**src/rtl/obi_pkg.sv**
```systemverilog
// OBI bus configuration types.
// Holds the bus configuration record that sizes the OBI request payload and
// the default configuration used when a block is instantiated without one.
package obi_pkg;

    typedef struct packed {
        int unsigned AddrWidth;
        int unsigned DataWidth;
        int unsigned IdWidth;
    } obi_cfg_t;

    localparam obi_cfg_t ObiDefaultConfig = '{
        AddrWidth: 32,
        DataWidth: 32,
        IdWidth:   1
    };

endpackage

```
**src/rtl/relobi_pkg.sv**
```systemverilog
// Reliable-OBI helper functions for the A-channel "other" field protection.
// The "other" vector is {we, be, aid, a_optional}. It is split into up to
// four independent Hsiao SEC-DED segments, LSB first. Every segment has
// ceil(W/NumSegments) bits except the last one, which takes the remainder.
package relobi_pkg;

    import obi_pkg::*;

    // Width of {we, be, aid, a_optional}
    function automatic int unsigned relobi_a_other_width(obi_cfg_t cfg,
                                                         int unsigned opt_width = 1);
        return 1 + cfg.DataWidth / 8 + cfg.IdWidth + opt_width;
    endfunction

    // Smallest k with 2^(k-1) >= d + k
    function automatic int unsigned hsiao_parity_width(int unsigned d);
        for (int unsigned k = 2; k < 32; k++) begin
            if ((32'd1 << (k - 1)) >= d + k) begin
                return k;
            end
        end
        return 32;
    endfunction

    function automatic int unsigned relobi_a_other_seg_base(int unsigned w, int unsigned n);
        return (w + n - 1) / n;
    endfunction

    // Data width of segment seg; 0 flags a split that leaves the last slice empty
    function automatic int unsigned relobi_a_other_seg_width(int unsigned w, int unsigned n,
                                                             int unsigned seg);
        int unsigned base;
        base = relobi_a_other_seg_base(w, n);
        if (seg + 1 < n) begin
            return base;
        end
        if (base * (n - 1) >= w) begin
            return 0;
        end
        return w - base * (n - 1);
    endfunction

    function automatic int unsigned relobi_a_other_seg_offset(int unsigned w, int unsigned n,
                                                              int unsigned seg);
        return relobi_a_other_seg_base(w, n) * seg;
    endfunction

    // ECC bit offset of segment seg (sum of parity widths of the segments below it)
    function automatic int unsigned relobi_a_other_seg_ecc_offset(int unsigned w, int unsigned n,
                                                                  int unsigned seg);
        int unsigned acc;
        acc = 0;
        for (int unsigned s = 0; s < seg; s++) begin
            acc += hsiao_parity_width(relobi_a_other_seg_width(w, n, s));
        end
        return acc;
    endfunction

    function automatic int unsigned relobi_a_other_seg_ecc_width(obi_cfg_t cfg, int unsigned n,
                                                                 int unsigned opt_width = 1);
        return relobi_a_other_seg_ecc_offset(relobi_a_other_width(cfg, opt_width), n, n);
    endfunction

endpackage

```
**src/rtl/hsiao_ecc_enc.sv**
```systemverilog
// Hsiao SEC-DED parity generator.
// Ports:
//   data   [DataWidth-1:0]  word to protect
//   parity [ProtWidth-1:0]  check bits
// H-matrix columns are odd-weight (>= 3) ProtWidth-bit values, taken in order
// of increasing weight and, within one weight, increasing numeric value.
// Data bit i uses column i; parity bit j is the XOR of all data bits whose
// column has bit j set.
module hsiao_ecc_enc #(
    parameter int unsigned DataWidth = 8,
    parameter int unsigned ProtWidth = relobi_pkg::hsiao_parity_width(DataWidth)
) (
    input  logic [DataWidth-1:0] data,
    output logic [ProtWidth-1:0] parity
);

    function automatic logic [DataWidth-1:0][ProtWidth-1:0] gen_cols();
        logic [DataWidth-1:0][ProtWidth-1:0] cols;
        int n;
        int pop;
        cols = '0;
        n    = 0;
        for (int w = 3; w <= int'(ProtWidth); w += 2) begin
            for (int v = 0; v < (1 << ProtWidth); v++) begin
                pop = 0;
                for (int b = 0; b < int'(ProtWidth); b++) begin
                    pop += (v >> b) & 1;
                end
                if (pop == w && n < int'(DataWidth)) begin
                    cols[n] = v[ProtWidth-1:0];
                    n++;
                end
            end
        end
        return cols;
    endfunction

    localparam logic [DataWidth-1:0][ProtWidth-1:0] Cols = gen_cols();

    always_comb begin
        parity = '0;
        for (int i = 0; i < int'(DataWidth); i++) begin
            if (data[i]) begin
                parity ^= Cols[i];
            end
        end
    end

endmodule

```
**src/rtl/relobi_a_other_seg_enc.sv**
```systemverilog
// One protection segment of the A-channel "other" field.
// Ports:
//   data [SegWidth-1:0]  slice of the "other" vector
//   ecc  [EccWidth-1:0]  Hsiao parity of that slice (data bits are not repeated)
module relobi_a_other_seg_enc #(
    parameter int unsigned SegWidth = 1,
    parameter int unsigned EccWidth = relobi_pkg::hsiao_parity_width(SegWidth)
) (
    input  logic [SegWidth-1:0] data,
    output logic [EccWidth-1:0] ecc
);

    hsiao_ecc_enc #(
        .DataWidth (SegWidth),
        .ProtWidth (EccWidth)
    ) i_hsiao_ecc_enc (
        .data   (data),
        .parity (ecc)
    );

endmodule

```
**src/rtl/relobi_a_other_enc_pipe.sv**
```systemverilog
// A-channel "other" field ECC encoder with optional pipeline stage.
// Computes segmented Hsiao parity over {we, be, aid, a_optional} and forwards
// the payload with its ECC, either through one valid/ready register stage
// (PipeEn=1, latency 1, full throughput) or combinationally (PipeEn=0).
// A single-beat error injection can be armed: the next accepted beat carries
// other_ecc_o[0] inverted, and inj_done_o pulses when that beat is taken
// downstream.
// Ports:
//   clk_i, rst_i          clock, synchronous active-high reset
//   req_i / gnt_o         upstream handshake
//   we_i, be_i, aid_i,
//   a_optional_i          upstream payload
//   inj_i                 arm one ECC error injection
//   req_o / gnt_i         downstream handshake
//   we_o, be_o, aid_o,
//   a_optional_o          downstream payload
//   other_ecc_o           segmented parity, segment 0 at the LSBs
//   inj_done_o            injected beat accepted downstream
module relobi_a_other_enc_pipe
    import relobi_pkg::*;
#(
    parameter obi_pkg::obi_cfg_t Cfg           = obi_pkg::ObiDefaultConfig,
    parameter type               a_optional_t  = logic,
    parameter int unsigned       NumSegments   = 1,
    parameter bit                PipeEn        = 1'b1,
    parameter int unsigned       OtherEccWidth =
        relobi_pkg::relobi_a_other_seg_ecc_width(Cfg, NumSegments, $bits(a_optional_t))
) (
    input  logic                       clk_i,
    input  logic                       rst_i,
    input  logic                       req_i,
    output logic                       gnt_o,
    input  logic                       we_i,
    input  logic [Cfg.DataWidth/8-1:0] be_i,
    input  logic [Cfg.IdWidth-1:0]     aid_i,
    input  a_optional_t                a_optional_i,
    input  logic                       inj_i,
    output logic                       req_o,
    input  logic                       gnt_i,
    output logic                       we_o,
    output logic [Cfg.DataWidth/8-1:0] be_o,
    output logic [Cfg.IdWidth-1:0]     aid_o,
    output a_optional_t                a_optional_o,
    output logic [OtherEccWidth-1:0]   other_ecc_o,
    output logic                       inj_done_o
);

    localparam int unsigned W = relobi_a_other_width(Cfg, $bits(a_optional_t));

    if (NumSegments < 1 || NumSegments > 4) begin : gen_bad_num_segments
        $fatal(1, "NumSegments must be within 1..4");
    end
    if (NumSegments > W
        || relobi_a_other_seg_width(W, NumSegments, NumSegments - 1) == 0) begin : gen_bad_split
        $fatal(1, "NumSegments does not split the other vector into non-empty slices");
    end
    if (OtherEccWidth != relobi_a_other_seg_ecc_offset(W, NumSegments, NumSegments))
    begin : gen_bad_ecc_width
        $fatal(1, "OtherEccWidth does not match the segment parity widths");
    end

    logic [W-1:0]             other_vec;
    logic [OtherEccWidth-1:0] ecc_calc;
    logic [OtherEccWidth-1:0] ecc_inj;
    logic                     armed_q;
    logic                     inject_now;
    logic                     hs_in;
    logic                     gnt_up;
    logic                     valid_out;
    logic                     mark_out;
    logic [W-1:0]             vec_out;
    logic [OtherEccWidth-1:0] ecc_out;

    assign other_vec = {we_i, be_i, aid_i, a_optional_i};

    for (genvar s = 0; s < NumSegments; s++) begin : gen_seg
        localparam int unsigned SegW   = relobi_a_other_seg_width(W, NumSegments, s);
        localparam int unsigned SegOff = relobi_a_other_seg_offset(W, NumSegments, s);
        localparam int unsigned EccW   = hsiao_parity_width(SegW);
        localparam int unsigned EccOff = relobi_a_other_seg_ecc_offset(W, NumSegments, s);

        relobi_a_other_seg_enc #(
            .SegWidth (SegW),
            .EccWidth (EccW)
        ) i_seg_enc (
            .data (other_vec[SegOff +: SegW]),
            .ecc  (ecc_calc[EccOff +: EccW])
        );
    end

    // An inj_i in the same cycle as the handshake marks that beat directly,
    // so the flag only needs to survive until the next accepted beat.
    assign inject_now = armed_q || inj_i;
    assign ecc_inj    = ecc_calc ^ OtherEccWidth'(inject_now);
    assign hs_in      = req_i && gnt_o;

    always_ff @(posedge clk_i) begin
        if (rst_i) begin
            armed_q <= 1'b0;
        end else if (hs_in) begin
            armed_q <= 1'b0;
        end else if (inj_i) begin
            armed_q <= 1'b1;
        end
    end

    if (PipeEn) begin : gen_pipe
        logic                     valid_q;
        logic                     mark_q;
        logic [W-1:0]             vec_q;
        logic [OtherEccWidth-1:0] ecc_q;

        // Load has priority: with gnt_i high gnt_o is high too, so a pending
        // req_i always replaces the departing entry in the same cycle.
        always_ff @(posedge clk_i) begin
            if (rst_i) begin
                valid_q <= 1'b0;
                mark_q  <= 1'b0;
                vec_q   <= '0;
                ecc_q   <= '0;
            end else if (hs_in) begin
                valid_q <= 1'b1;
                mark_q  <= inject_now;
                vec_q   <= other_vec;
                ecc_q   <= ecc_inj;
            end else if (gnt_i) begin
                valid_q <= 1'b0;
            end
        end

        assign gnt_up    = !valid_q || gnt_i;
        assign valid_out = valid_q;
        assign mark_out  = mark_q;
        assign vec_out   = vec_q;
        assign ecc_out   = ecc_q;
    end else begin : gen_pass
        assign gnt_up    = gnt_i;
        assign valid_out = req_i;
        assign mark_out  = inject_now;
        assign vec_out   = rst_i ? '0 : other_vec;
        assign ecc_out   = rst_i ? '0 : ecc_inj;
    end

    // Reset also forces the handshake outputs, so nothing moves while it is held.
    assign req_o      = valid_out && !rst_i;
    assign gnt_o      = gnt_up || rst_i;
    assign inj_done_o = req_o && gnt_i && mark_out;

    assign {we_o, be_o, aid_o, a_optional_o} = vec_out;
    assign other_ecc_o                       = ecc_out;

endmodule

```
**config.mk**
```make
export PLATFORM = sky130hd
export DESIGN_NAME = relobi_a_other_enc_pipe
export DESIGN_NICKNAME = d
export VERILOG_FILES = /design/src/rtl/obi_pkg.sv /design/src/rtl/relobi_pkg.sv /design/src/rtl/hsiao_ecc_enc.sv /design/src/rtl/relobi_a_other_seg_enc.sv /design/src/rtl/relobi_a_other_enc_pipe.sv
export SDC_FILE = /design/constraint.sdc
export NUM_CORES = 1
export LEC_CHECK = 0
export ABC_AREA = 1
export CELL_PAD_IN_SITES_DETAIL_PLACEMENT = 1
export CELL_PAD_IN_SITES_GLOBAL_PLACEMENT = 2
export CORE_ASPECT_RATIO = 0.7
export CORE_MARGIN = 1.5
export CORE_UTILIZATION = 24
export CTS_CLUSTER_DIAMETER = 80
export DETAILED_ROUTE_END_ITERATION = 10
export MAX_ROUTING_LAYER = met4
export PLACE_DENSITY_LB_ADDON = 0.12
export RECOVER_POWER = 50
export SYNTH_ARGS = -nofsm -noshare
export SYNTH_HDL_FRONTEND = slang
export SYNTH_SLANG_ARGS = --single-unit
export TNS_END_PERCENT = 50
```
**constraint.sdc**
```tcl
create_clock -name clk_i -period 3 [get_ports clk_i]
set_input_delay 0.3 -clock clk_i [delete_from_list [all_inputs] [get_ports clk_i]]
set_output_delay 0.3 -clock clk_i [all_outputs]
set_load 0.02 [all_outputs]
```
=== Yosys cells after proc, flatten, opt, wreduce, memory -nomap -nowiden ===
Index checks and enable logic that the tools add are counted.

* Memory bits (writable): 0
* Bits of input ports: 12
* Memories: 0
* Output and inout port bits: 15
* Logic and storage cells: 32
* ROM bits: 0
* Bits in latches: 0
* Bits in registers: 15

* Reduce and logical (&&, ||, !) cells: 11
* Multiplexer cells: 9
* Shift operators: 0
* Bitwise logic cells: 7
* Divide/modulo/power cells: 0
* Equal/unequal tests: 0
* $mul: 0
* $lt $le $gt $ge: 0
* Add/sub/neg operators: 0

{| class="wikitable"
|+ Operators by type and width
! operator !! count
|-
| $mux 5 || 3
|-
| $not 3->3 || 5
|-
| $mux 4 || 3
|-
| $xor 5x1->5 || 1
|-
| $logic_and 1x1->1 || 4
|-
| $logic_or 1x1->1 || 3
|-
| $mux 3 || 1
|-
| $not 2->3 || 1
|-
| $logic_not 1->1 || 2
|-
| $mux 1 || 2
|-
| $reduce_bool 2->1 || 1
|-
| $reduce_or 2->1 || 1
|}

=== Longest topological paths before layout ===
Gate-level depths: netlist of run 1.

* Depth after elaboration: 14
* Mapped depth: 9
* Depth with buffers taken out: 9

=== By module ===
From an unflattened synthesis of run 1, not the netlist that was laid out.

* Cell total of the unflattened synthesis: 131
* Area, all modules: 859.6 um^2

{| class="wikitable"
|+ By module, submodules not included
! module !! cells each !! area an instance (um^2) !! sequential area each (um^2) !! instances
|-
| relobi_a_other_enc_pipe || 90 || 673.1 || 300.3 || 1
|-
| hsiao_ecc_enc || 41 || 186.4 || 0.0 || 1
|}

=== Worst setup path after synthesis of run 1 ===
OpenSTA, ideal clock, no wires.

* Path type: reg2reg
* Start point: register gen_pipe.valid_q
* End point: register gen_pipe.vec_q[6]
* Path slack: 1788 ps
* Stages on the path, launching flop included: 8
* Path buffers: 1
* Data required time: 2884 ps
* Arrival time: 1095 ps
* Cell sequence: dfxtp_1 inv_1 nor2_4 nand2_4 nand2_4 inv_6 buf_8 o211a_1

* Word-level cells in the longest chain between the ends: 4

{| class="wikitable"
|+ Ends and longest elaborated chain
! element !! RTL line !! source
|-
| start: declaration || relobi_a_other_enc_pipe.sv:108 || <nowiki>logic valid_q;</nowiki>
|-
| start signal: assignment || relobi_a_other_enc_pipe.sv:117 || <nowiki>valid_q <= 1'b0;</nowiki>
|-
| start signal: assignment || relobi_a_other_enc_pipe.sv:122 || <nowiki>valid_q <= 1'b1;</nowiki>
|-
| start signal: assignment || relobi_a_other_enc_pipe.sv:127 || <nowiki>valid_q <= 1'b0;</nowiki>
|-
| $logic_not 1->1 || relobi_a_other_enc_pipe.sv:131 || <nowiki>assign gnt_up = !valid_q || gnt_i;</nowiki>
|-
| $logic_or 1x1->1 || relobi_a_other_enc_pipe.sv:131 ||
|-
| $logic_or 1x1->1 || relobi_a_other_enc_pipe.sv:146 || <nowiki>assign gnt_o = gnt_up || rst_i;</nowiki>
|-
| net gnt_o || relobi_a_other_enc_pipe.sv:32 || <nowiki>output logic gnt_o,</nowiki>
|-
| $logic_and 1x1->1 || relobi_a_other_enc_pipe.sv:95 || <nowiki>assign hs_in = req_i && gnt_o;</nowiki>
|-
| end signal: assignment || relobi_a_other_enc_pipe.sv:124 || <nowiki>vec_q <= other_vec;</nowiki>
|-
| end: declaration || relobi_a_other_enc_pipe.sv:110 || <nowiki>logic [W-1:0] vec_q;</nowiki>
|}

The timed path passes the listed nets, and every way through them passes these cells.
A chain may end at the register's enable or synchronous reset.

=== Worst setup path in the final report of run 1 ===
* Start point: input port rst_i
* End point: output port inj_done_o

* Word-level cells in the longest chain between the ends: 4

{| class="wikitable"
|+ Ends and longest elaborated chain
! element !! RTL line !! source
|-
| start: declaration || relobi_a_other_enc_pipe.sv:30 || <nowiki>input logic rst_i,</nowiki>
|-
| $logic_not 1->1 || relobi_a_other_enc_pipe.sv:145 || <nowiki>assign req_o = valid_out && !rst_i;</nowiki>
|-
| $logic_and 1x1->1 || relobi_a_other_enc_pipe.sv:145 ||
|-
| $logic_and 1x1->1 (2 in a row) || relobi_a_other_enc_pipe.sv:147 || <nowiki>assign inj_done_o = req_o && gnt_i && mark_out;</nowiki>
|-
| end: declaration || relobi_a_other_enc_pipe.sv:45 || <nowiki>output logic inj_done_o</nowiki>
|}

Every way passes these cells.

==> flow_summary.yaml, run 1 <==
sta:
  fin_crit_sh: 0.776
  hold_violations: 0
  rsz0062_at_grt: "no"
  timing_worst_slew_pin_value_ps: 373
  timing.max_slew.rel_slack: 0.751
  fin_setup_tns_ps: 0
  finalSetupViolCount: 0
  final.setup_skew_ps: 3.26
  final_period_minus_worst_setup_slack_ps: 2330
  setup_slack_ps: 672
  maxSlewViolCount: 0
  max_freq_mhz: 429
synth:
  synth_xor_xnor_area_share: 0.0557
  seq_area_frac_synth: 0.382
  yosys.area_share.adder: 0
  synth_simple_gate_area_share: 0.301
  yosysWarnings: 0
  post_synth_num_cell_types: 20
  synthesis.area_per_instance_sq_um: 6.95
  synth_compound_gate_area_share: 0.143
  synthesis.area_sq_um: 786
  synth.mux.area_fraction: 0
  synth_top_family_by_area: "simple AND/OR/NAND/NOR gates"
  synth.ff_latch_count: 15
  syn_nets: 125
  synth_cells: 113
setup_path:
  path_cells: "dlygate4sd3_1, nor2_1, nand2_1, nor2_1, clkdlybuf4s50_1"
  r2r_end: "gen_pipe.mark_q"
  critical_path.slowest_cell: "sky130_fd_sc_hd__dlygate4sd3_1"
  cp_num_cells: 5
  worstPathBufferInverterCount: 2
  path_class: "input port to output port"
  critPathTopFamily: "buffers and inverters"
  setup_slack_of_the_worst_register_to_register_path_ps: 1600
  worstSetupStartpointType: "input port"
  crit_fanout: 6
  crit_path_start: "rst_i"
  cp.required_ps: 2700
  critPathCaptureType: "output port"
  critical_path_arrival_ps: 2030
  reg2reg_from: "gen_pipe.valid_q"
  crit_path_max_incr_delay_ps: 630
  path_common_cell: "sky130_fd_sc_hd__nor2_1"
  r2r.worst_path.cells: 7
  timing.critical_path.to: "inj_done_o"
clock_tree:
  tritoncts: "yes"
  largest_buffer_count_on_any_clock_path: 2
  cts_root_buffer: "sky130_fd_sc_hd__clkbuf_8"
  inserted_clock_buffers: 3
  postCtsHoldBufs: 0
  cts_post_setup_buffers_inserted: 0
  cts-resized-gates: 0
  htreeDepth: 1
  clk-insertion-delay-late_ps: 250
  clk_transition_reported_paths_ps: 60
  numClockSinks: 15
global_route:
  via_count_of_the_first_global_routing_pass: 775
  maximum_number_of_pins_on_one_net_before_global_route_repair: 25
  grt_usage: 0.138
  antenna_found_initial: 0
  global_route_wire_length_before_repair_um: 3690
  overflow: 0
floorplanning:
  floorplan.initialDensity: 0.251
  die_height_um: 50.9
  row_count: 17
  die_w_um: 71.4
  num_io_pins: 27
  core_sq_mm: 0.00313
  design.die.area_sq_mm: 0.00363
power_and_ir_drop:
  worst_ir_drop_vdd_mv: 0.165
  p_per_cell_area_mw_per_mm2: 478
  design_power_total_w: 0.000523
  power_leakage_nw: 0.534
finish:
  share_of_post_route_cells_with_drive_strength_above_1: 0.0500
  finalNetCount: 153
  diodes: 0
  area.growth.synth_to_final_pct: 39.0
  final.fill_count: 396
min_path:
  min_delay_path_depth: 2
  hp-class: "flip-flop to flip-flop"
placement:
  routabilityCongestion: 0.720
  place.detailed.hpwl_um: 1680
  port_buffers: 26
  detailedPlace.worstSlack_ps: 868
route:
  detail_route.wl_per_cell_um: 12.1
  drt_pre_antenna_iters: 4
  avgViaCountPerCell: 4.38
  remaining_drc_errors: 0
  dr_total_vias: 780
  detail_route.wirelength_um: 2150
  drtAntennaViolNets: 0
  detail_route.iter0.violations: 9
status:
  run_status: "finished clean"
job:
  drv_cap: 0
-- report_power, final --
part,total [W],switching (W),internal [W]
combinational,0.000133,0.0000754,0.0000577
clock,0.000166,0.0000718,0.0000941
sequential,0.000224,0.00000775,0.000216
-- cells by family (layout without fill, tap and decap cells) --
| logic type | count (synthesis) | count (layout) |
|---|---|---|
| buffers and inverters | 18 | 45 |
| AOI/OAI and AO/OA | 20 | 20 |
| and+or+nand+nor | 55 | 55 |
| DFF | 15 | 15 |
| xor gates and xnor gates | 5 | 5 |
-- tightest hold or removal path, stage by stage, from the launching register on --
cell and delay (ps):
sky130_fd_sc_hd__dfxtp_1 310, sky130_fd_sc_hd__nor2_1 90, sky130_fd_sc_hd__nor2_1 50
-- cell usage in the layout, fill, tap and decap left out, drive strengths merged --
cell type,instances
clkdlybuf4s50,20
xor2,3
dfxtp,15
xnor2,2
nand2,37
o21ai,10
nand3,5
o211a,1
a21oi,9
clkbuf,4
inv,15
dlygate4sd3,6
nor3,1
nor2,12
-- synth_stat cells (all sizes together) --
library cell,number,area share
nor2,12,0.067
inv,15,0.078
nor3,1,0.0064
xnor2,2,0.022
o211a,1,0.013
dfxtp,15,0.38
xor2,3,0.033
nand2,37,0.20
o21ai,10,0.068
a21oi,9,0.062
clkbuf,1,0.0064
buf,2,0.033
nand3,5,0.032
-- state kept, by name, indices dropped and copies added, names as in the netlist --
register	cells
gen_pipe.valid_q	1
armed_q	1
gen_pipe.mark_q	1
other_ecc_o	5
gen_pipe.vec_q	7
-- worst min-delay path by stage --
stage | from | end | slack (ps)
6_report | gen_pipe.vec_q[3] | gen_pipe.vec_q[3] | 500
5_1_grt | gen_pipe.vec_q[3] | gen_pipe.vec_q[3] | 530
4_1_cts | gen_pipe.vec_q[3] | gen_pipe.vec_q[3] | 500
3_5_place_dp | gen_pipe.vec_q[3] | gen_pipe.vec_q[3] | 490
3_3_place_gp | gen_pipe.vec_q[3] | gen_pipe.vec_q[3] | 480
2_1_floorplan | rst_i | armed_q | 380
-- routing by layer --
layer	global-route usage	routed length (um)	vias up
li1	-	-	408
met1	0.185	1130	359
met2	0.198	937	11
met3	0.0493	71	2
met4	0.0377	7	0
met5	-	0	-
-- final cells by class --
class	count	area, sq um	share of cell area
inverter	15	61.3	0.0561
multi-input combinational	80	378	0.346
timing repair buffer	26	260	0.238
sequential	15	300	0.275
tap	38	47.5	0.0435
clock buffer	4	45.0	0.0412
-- stage by stage --
stage	utilization	hold slack, ps	std cells	cell area [sq um]
6_report	0.349	495	178	1090
5_1_grt	0.349	535	178	1090
4_1_cts	0.354	504	178	1110
3_5_place_dp	0.340	487	174	1060
3_3_place_gp	0.340	477	174	1060
2_1_floorplan	-	379	113	786
(Power assumes the default switching activity.)
==> run 2, diff against run 1 <==
--- a/config.mk
+++ b/config.mk
@@ -10,7 +10,7 @@
 export CELL_PAD_IN_SITES_GLOBAL_PLACEMENT = 2
 export CORE_ASPECT_RATIO = 0.7
 export CORE_MARGIN = 1.5
-export CORE_UTILIZATION = 24
+export CORE_UTILIZATION = 23
 export CTS_CLUSTER_DIAMETER = 80
 export DETAILED_ROUTE_END_ITERATION = 10
 export MAX_ROUTING_LAYER = met4
==> constraint.sdc (replaced) <==
create_clock -name clk_i -period 2.3 [get_ports clk_i]
set_input_delay 0.23 -clock clk_i [delete_from_list [all_inputs] [get_ports clk_i]]
set_output_delay 0.23 -clock clk_i [all_outputs]
set_load 0.02 [all_outputs]
==> run 2 against run 1 <==
Final area rose by 1.3%; critical path depth did not move; worst hold slack improved by 13 ps; first-iteration DRC count rose to 3.0 times the previous value.
==> flow_summary.yaml, run 2 (same netlist as run 1, synthesis figures left out) <==
finish:
  fin_util: 0.344
  finalNetCount: 154
  layout.cells.most_common: "sky130_fd_sc_hd__nand2_1"
  layout_common_cells: "36 x sky130_fd_sc_hd__nand2_1, 24 x sky130_fd_sc_hd__clkdlybuf4s50_1, 15 x sky130_fd_sc_hd__inv_1, 15 x sky130_fd_sc_hd__dfxtp_1, 12 x sky130_fd_sc_hd__nor2_1"
  share_of_post_route_cells_with_drive_strength_above_1: 0.0496
  area.growth.synth_to_final_pct: 40.8
  diodes: 0
  registers.top_by_ff_count: "gen_pipe.vec_q"
  largest_register_ff_count: 7
clock_tree:
  clk-insertion-delay-late_ps: 250
  cts_root_buffer: "sky130_fd_sc_hd__clkbuf_8"
  inserted_clock_buffers: 3
  postCtsHoldBufs: 0
  largest_buffer_count_on_any_clock_path: 2
  clk_transition_reported_paths_ps: 70
  tritoncts: "yes"
  cts-resized-gates: 0
  numClockSinks: 15
  cts_post_setup_buffers_inserted: 0
  htreeDepth: 1
sta:
  fin_setup_tns_ps: 0
  fin_crit_sh: 0.862
  max_freq_mhz: 505
  rsz0062_at_grt: "no"
  final.setup_skew_ps: 4.05
  hold_violations: 0
  finalSetupViolCount: 0
  timing.max_slew.rel_slack: 0.537
  fin_worst_hold_slack_ps: 508
  timing_worst_slew_pin_value_ps: 693
  maxSlewViolCount: 0
  final_period_minus_worst_setup_slack_ps: 1980
route:
  dr_total_vias: 788
  detail_route.wl_per_cell_um: 11.7
  avgViaCountPerCell: 4.19
  drtAntennaViolNets: 0
  remaining_drc_errors: 0
  detail_route.iter0.violations: 27
  detail_route.wirelength_um: 2210
  drt_pre_antenna_iters: 2
placement:
  port_buffers: 26
  routabilityCongestion: 0.748
  place.detailed.hpwl_um: 1720
power_and_ir_drop:
  power.switching_fraction: 0.298
  net_switching_component_of_the_power_w: 0.000204
  power_leakage_nw: 0.534
  p_seq_frac: 0.425
  power.share.combinational: 0.256
  p_per_cell_area_mw_per_mm2: 620
  worst_ir_drop_vdd_mv: 0.369
  clkPwrFrac: 0.319
  p_int_w: 0.000482
job:
  drv_cap: 0
setup_path:
  worstSetupStartpointType: "input port"
  crit_fanout: 3
  critPathCaptureType: "output port"
  cp.required_ps: 2070
  path_class: "input port to output port"
  critical_path_arrival_ps: 1750
status:
  run_status: "finished clean"
floorplanning:
  design.die.area_sq_mm: 0.00378
  core_sq_mm: 0.00321
  die_height_um: 51.9
  floorplan.initialDensity: 0.245
  num_io_pins: 27
  die_w_um: 72.9
  row_count: 17
global_route:
  global_route_wire_length_before_repair_um: 3670
  antenna_found_initial: 0
  overflow: 0
  via_count_of_the_first_global_routing_pass: 802
  grt_usage: 0.134
  maximum_number_of_pins_on_one_net_before_global_route_repair: 25
min_path:
  hp-class: "flip-flop to flip-flop"
==> run 2: changes by cell type in the layout (fill, tap and decap cells not counted) <==
cell | before | now
sky130_fd_sc_hd__clkdlybuf4s50_1 | 20 | 24
sky130_fd_sc_hd__dlygate4sd3_1 | 6 | 2
sky130_fd_sc_hd__buf_4 | 0 | 1
sky130_fd_sc_hd__inv_1 | 14 | 15
sky130_fd_sc_hd__inv_6 | 1 | 0
==> run 2: worst paths after layout <==
kind | slack, ps | startpoint | to | cells after the start
min | 510 | gen_pipe.vec_q[6] | gen_pipe.vec_q[6] | 1
min reg2reg | 510 | gen_pipe.vec_q[6] | gen_pipe.vec_q[6] | 1
max reg2reg | 660 | gen_pipe.valid_q | gen_pipe.vec_q[4] | 7
max | 320 | rst_i | inj_done_o | 5
==> run 2: layer usage <==
layer	track usage	vias up	part of all wire	routed length (um)
met2	0.211	13	0.45	989
met4	0.0283	0	0.0041	9
met3	0.0407	2	0.041	90
met5	-	-	0	0
met1	0.172	370	0.51	1120
li1	-	403	-	-
==> run 2: power groups by stage <==
stage                     logic [W]  clock network, W  registers (W)
after floorplan           0.0000842                 0       0.000319
final                      0.000176          0.000219       0.000291
after global placement     0.000182                 0       0.000297
after global routing       0.000196          0.000240       0.000294
after detailed placement   0.000186                 0       0.000298
after CTS                  0.000187          0.000232       0.000292
==> run 2: critical path: stages <==
cell and delay (ps):
sky130_fd_sc_hd__clkdlybuf4s50_1 440, sky130_fd_sc_hd__nor2_1 290, sky130_fd_sc_hd__nand2_1 90, sky130_fd_sc_hd__nor2_1 90, sky130_fd_sc_hd__clkdlybuf4s50_1 610
==> run 2: cell type report <==
type / instances / area [sq um]
Multi-Input combinational cell: 80 / 378
Clock buffer: 4 / 45.0
Tap cell: 47 / 58.8
Fill cell: 412 / 2110
Sequential cell: 15 / 300
Inverter: 15 / 56.3
Timing Repair Buffer: 27 / 268
==> run 2: metrics by stage <==
step | setup WS (ps) | cells | instance area [sq um] | total power [W]
after floorplan | 1090 | 113 | 786 | 0.000403
after global placement | 435 | 184 | 1080 | 0.000479
after detailed placement | 415 | 184 | 1080 | 0.000483
after CTS | 400 | 188 | 1130 | 0.000711
after global routing | 220 | 188 | 1110 | 0.000730
final | 318 | 188 | 1110 | 0.000686
